File: config.mk
export PLATFORM = sky130hd
export DESIGN_NAME = pc_sequencer
export DESIGN_NICKNAME = d
export VERILOG_FILES = /design/src/rtl/pc_sequencer.sv
export SDC_FILE = /design/constraint.sdc
export NUM_CORES = 1
export LEC_CHECK = 0
export ABC_AREA = 0
export BUFFER_PORTS_ARGS = -buffer_cell sky130_fd_sc_hd__buf_2
export CORE_MARGIN = 1.5
export CORE_UTILIZATION = 23
export CTS_BUF_LIST = sky130_fd_sc_hd__clkbuf_8
export DETAILED_ROUTE_END_ITERATION = 8
export PLACE_DENSITY_LB_ADDON = 0.2
export REMOVE_ABC_BUFFERS = 1
export SLEW_MARGIN = 20
export SYNTH_ARGS = -nofsm -noshare
export SYNTH_HDL_FRONTEND = slang
export SYNTH_SLANG_ARGS = --single-unit
File: constraint.sdc
create_clock -name clk_i -period 2.7 [get_ports clk_i]
set_clock_uncertainty 0.2 [all_clocks]
set_input_delay 0 -clock clk_i [delete_from_list [all_inputs] [get_ports clk_i]]
set_output_delay 0 -clock clk_i [all_outputs]
set_load 0.05 [all_outputs]
File: src/rtl/pc_sequencer.sv
// Program-counter sequencer: FETCH/EXEC control for the PC datapath,
// branch/jump decisions and a small CALL/RET return-address stack.
module pc_sequencer #(
    parameter int ADDR_W      = 6,
    parameter int STACK_DEPTH = 4,
    localparam int IDX_W      = $clog2(STACK_DEPTH),
    localparam int SP_W       = IDX_W + 1
) (
    input  logic              clk_i,
    input  logic              rst_ni,
    input  logic              run_i,
    input  logic [2:0]        br_type_i,
    input  logic [ADDR_W-1:0] br_target_i,
    input  logic              zero_i,
    input  logic [ADDR_W-1:0] pc_in_i,
    output logic              ir_load_o,
    output logic              pc_step_o,
    output logic              jmp_o,
    output logic [ADDR_W-1:0] jmpAdrs_o,
    output logic              halted_o,
    output logic              stack_err_o,
    output logic [SP_W-1:0]   sp_o
);

    // state  | meaning
    // IDLE   | stopped, waiting for run
    // FETCH  | instruction register loads
    // EXEC   | PC advances or jumps, stack push/pop
    // HALTED | HALT executed, waits for run to drop
    localparam logic [1:0] ST_IDLE   = 2'd0;
    localparam logic [1:0] ST_FETCH  = 2'd1;
    localparam logic [1:0] ST_EXEC   = 2'd2;
    localparam logic [1:0] ST_HALTED = 2'd3;

    localparam logic [2:0] BR_JMP  = 3'd1;
    localparam logic [2:0] BR_JZ   = 3'd2;
    localparam logic [2:0] BR_JNZ  = 3'd3;
    localparam logic [2:0] BR_CALL = 3'd4;
    localparam logic [2:0] BR_RET  = 3'd5;
    localparam logic [2:0] BR_HALT = 3'd6;

    localparam logic [SP_W-1:0] SP_FULL = SP_W'(STACK_DEPTH);

    logic [1:0]        state_q, state_d;
    logic [SP_W-1:0]   sp_q, sp_d;
    logic              err_q, err_d;
    logic              push;
    logic [ADDR_W-1:0] stack_q [STACK_DEPTH];
    logic [SP_W-1:0]   sp_m1;
    logic [ADDR_W-1:0] ret_addr;

    assign sp_m1    = sp_q - SP_W'(1);
    assign ret_addr = pc_in_i + ADDR_W'(1);

    always_comb begin
        state_d   = state_q;
        sp_d      = sp_q;
        err_d     = err_q;
        push      = 1'b0;
        ir_load_o = 1'b0;
        pc_step_o = 1'b0;
        jmp_o     = 1'b0;
        jmpAdrs_o = '0;
        halted_o  = 1'b0;
        case (state_q)
            ST_IDLE: begin
                if (run_i) state_d = ST_FETCH;
            end
            ST_FETCH: begin
                ir_load_o = 1'b1;
                state_d   = ST_EXEC;
            end
            ST_EXEC: begin
                pc_step_o = 1'b1;
                state_d   = run_i ? ST_FETCH : ST_IDLE;
                case (br_type_i)
                    BR_JMP: begin
                        jmp_o     = 1'b1;
                        jmpAdrs_o = br_target_i;
                    end
                    BR_JZ: begin
                        jmp_o     = zero_i;
                        jmpAdrs_o = zero_i ? br_target_i : '0;
                    end
                    BR_JNZ: begin
                        jmp_o     = ~zero_i;
                        jmpAdrs_o = zero_i ? '0 : br_target_i;
                    end
                    BR_CALL: begin
                        // A full stack degrades CALL to a sequential advance.
                        if (sp_q != SP_FULL) begin
                            push      = 1'b1;
                            sp_d      = sp_q + SP_W'(1);
                            jmp_o     = 1'b1;
                            jmpAdrs_o = br_target_i;
                        end else begin
                            err_d = 1'b1;
                        end
                    end
                    BR_RET: begin
                        if (sp_q != '0) begin
                            sp_d      = sp_m1;
                            jmp_o     = 1'b1;
                            jmpAdrs_o = stack_q[sp_m1[IDX_W-1:0]];
                        end else begin
                            err_d = 1'b1;
                        end
                    end
                    BR_HALT: begin
                        pc_step_o = 1'b0;
                        state_d   = ST_HALTED;
                    end
                    default: ;
                endcase
            end
            ST_HALTED: begin
                halted_o = 1'b1;
                if (!run_i) state_d = ST_IDLE;
            end
            default: state_d = ST_IDLE;
        endcase
    end

    always_ff @(posedge clk_i or negedge rst_ni) begin
        if (!rst_ni) begin
            state_q <= ST_IDLE;
            sp_q    <= '0;
            err_q   <= 1'b0;
        end else begin
            state_q <= state_d;
            sp_q    <= sp_d;
            err_q   <= err_d;
        end
    end

    // Stack contents need no reset; only entries below sp are ever read.
    always_ff @(posedge clk_i) begin
        if (push) stack_q[sp_q[IDX_W-1:0]] <= ret_addr;
    end

    assign stack_err_o = err_q;
    assign sp_o        = sp_q;

endmodule

==> impl_metrics.toml <==
[run_status]
status = "finished, final reports clean"

[timing]
setup_ws_ps = 314
setup-tns-final_ps = 0
fin_crit_ps = 2390
rsz0062_at_grt = "false"
hold_violations = 0
tightest_slew_ps = 558
period_share_pct = 88.4
setup-violations-final = 0
fmax_mhz = 419
slew_viol_final = 0
timing.slew.headroom_pct = 62.8

[routing]
drtIter0Drc = 37
vias = 1011
finalWirelength_um = 3350
firstDrtPassIters = 4
via_per_inst = 4.34
detail_route.wl_per_cell_um = 14.4
drc_errors = 0
ant_nets = 0

[clocking]
clock_latency_ps = 280
cts_buffer_depth = 2
cts_setup_buffers = 0
numCtsBuffers = 5
clk_pin_slew_ps = 60
cts_htree_levels = 2
cts_tree = "done"
cts_root_buf = "clkbuf_8"
clkSinkCount = 30

[critical_path]
cp_max_fo = 7
cpPeakStageDelay_ps = 560
ff2ff_path_depth = 5
criticalPathCategory = "register to primary output"
start_kind = "register"
timing.rr.end = "stack_q[1][2]$_DFFE_PP_"
crit_path_cell_trace = "inv_1 -> ha_1 -> mux4_2 -> a32o_1 -> buf_2"
worstPathArrival_ps = 2190
rrSetupSlack_ps = 640
crit_start = "sp_o[1]$_DFFE_PN0P_"
crit_end = "jmpAdrs_o[1]"
cp_slowest_cell = "ha_1"
reg2reg_from = "sp_o[1]$_DFFE_PN0P_"
worst_setup_path_end_kind = "primary output"
worstPathRequired_ps = 2500

[floorplanning]
die-area_um2 = 7030
die_h_um = 83.8
die_x_um = 83.8
core_area_um2 = 6310
io_pins = 33
num_rows = 29
initial_core_util_pct = 23.8

[hold_path]
hold_path_class = "primary input to register"

[global_routing]
grt_pass1_wl_um = 5450
grt_pass1_vias = 1040
grt_max_degree = 11
grt-ovfl-total = 0
grt_usage_pct = 10.4
antenna_found_initial = 0

[pwr]
p_leak_uw = 0.000788
ir_drop_mv = 0.330
total_power_uw = 1860
p_per_area_nw_per_um2 = 927

[logic_synthesis]
syn-instance-count = 106
ys_seq_elements = 30
synthDistinctLibCells = 31
syn_area_per_cell_um2 = 14.2
ys_seq_area_share_pct = 58.0
syn-cell-area_um2 = 1500
ys_warn_count = 0

[placement]
dpl_cell_area_um2 = 1750
pre_cts_ws_ps = 629
dp_hpwl_um = 2520
numPortBuffers = 32
gp_congestion = 0.761

[final_layout]
nets = 180
syn_to_final_growth_pct = 33.6
drive_gt1_share_pct = 31.4
antenna_cells = 0
fin_area_um2 = 2010

[run]
timing.max_cap.violations = 0
-- placed cells by master, fill, tap and decap left out, types with 3 or more instances in the layout --
master / count
a21oi_1: 4
a32o_1: 6
and2_1: 5
buf_2: 32
clkbuf_8: 5
dfrtp_1: 6
dlygate4sd3_1: 12
edfxtp_1: 24
ha_1: 6
inv_1: 4
mux4_2: 6
nand2_1: 7
nor2_1: 4
nor2b_1: 5
xnor2_1: 5
xor2_1: 3
-- cell type report --
cell class	count	area, um^2
fill	647	4310
sequential	30	871
multi-input combinational	68	597
timing repair buffer	46	295
tap	77	96.3
clock buffer	5	68.8
clock inverter	3	63.8
inverter	4	15.0
-- where the power goes --
part / internal [uW] / total, uW / leakage, uW / switching, uW
clock network: 365 / 529 / 0.0000658 / 164
logic: 282 / 741 / 0.000434 / 459
registers: 548 / 591 / 0.000289 / 43.2
-- routing by layer --
layer / up-vias / track usage, % / routed length (um)
met5: - / 0 / 0
met4: 0 / 3.58 / 34
met3: 4 / 3.56 / 165
met2: 28 / 16.1 / 1520
met1: 484 / 13.6 / 1630
li1: 495 / - / -
-- how the worst min path moves through the flow --
stage / start / end / slack (ps) / depth (start not counted)
5_1_grt: br_type_i[2] / state_q[0]$_DFFE_PN0P_ / 100 / 5
3_3_place_gp: rst_ni / sp_o[0]$_DFFE_PN0P_ / -370 / 1
6_report: br_type_i[2] / state_q[1]$_DFFE_PN0P_ / 30 / 5
3_5_place_dp: rst_ni / sp_o[0]$_DFFE_PN0P_ / -370 / 1
2_1_floorplan: rst_ni / sp_o[0]$_DFFE_PN0P_ / -500 / 0
4_1_cts: br_type_i[2] / state_q[1]$_DFFE_PN0P_ / 30 / 5
-- cells in the mapped netlist (all sizes together) --
master,n,area [um^2]
a21oi,4,20.0
a31oi,1,6.26
a32o,6,60.1
and2,5,31.3
buf,3,16.3
clkbuf,1,3.75
dfrtp,6,150
edfxtp,24,721
ha,6,75.1
inv,4,15.0
mux2,1,11.3
mux2i,1,10.0
mux4,6,135
nand2,7,26.3
nand2b,1,6.26
nand3,2,10.0
nand3b,1,7.51
nand4bb,1,11.3
nor2,4,15.0
nor2b,5,31.3
nor3,1,5.00
nor3b,3,33.8
o21a,1,7.51
o21ai,2,10.0
o21bai,1,7.51
o22ai,1,6.26
xnor2,5,43.8
xor2,3,26.3
-- stage by stage --
step | instances | hold WS [ps] | utilization, %
3_5_place_dp | 213 | -365 | 27.8
4_1_cts | 233 | 30.2 | 31.8
2_1_floorplan | 102 | -496 | -
3_3_place_gp | 213 | -367 | 27.8
5_1_grt | 233 | 100 | 31.8
6_report | 233 | 29.0 | 31.8
-- cell families after synthesis --
group	after synthesis	synth area share, %
and+or+nand+nor	30	11.8
DFF	30	58.0
AOI/OAI and AO/OA	16	7.83
xor gates and xnor gates	8	4.66
buffers and inverters	8	2.33
muxes	8	10.4
adders and majority gates	6	5.00
-- sequential cells by signal, summed over array words and instances (netlist names) --
| register | cells |
|---|---|
| stack_q | 24 |
| sp_o | 3 |
| stack_err_o | 1 |
| state_q | 2 |
-- critical path: cells and delay by family, from the launching register on --
family          cells  cell delay, ps
compound gates      1             230
fa+ha+maj           1             560
buf+inv             2             320
mux                 1             420
flops               1             390
-- repair_timing --
action	4_1_cts	5_1_grt
endpoints found under the setup margin	0	0
gates resized for setup	0	0
hold buffers	12	0
endpoints found under the hold margin	33	0
No activity file was read; power rests on OpenSTA's default activity.
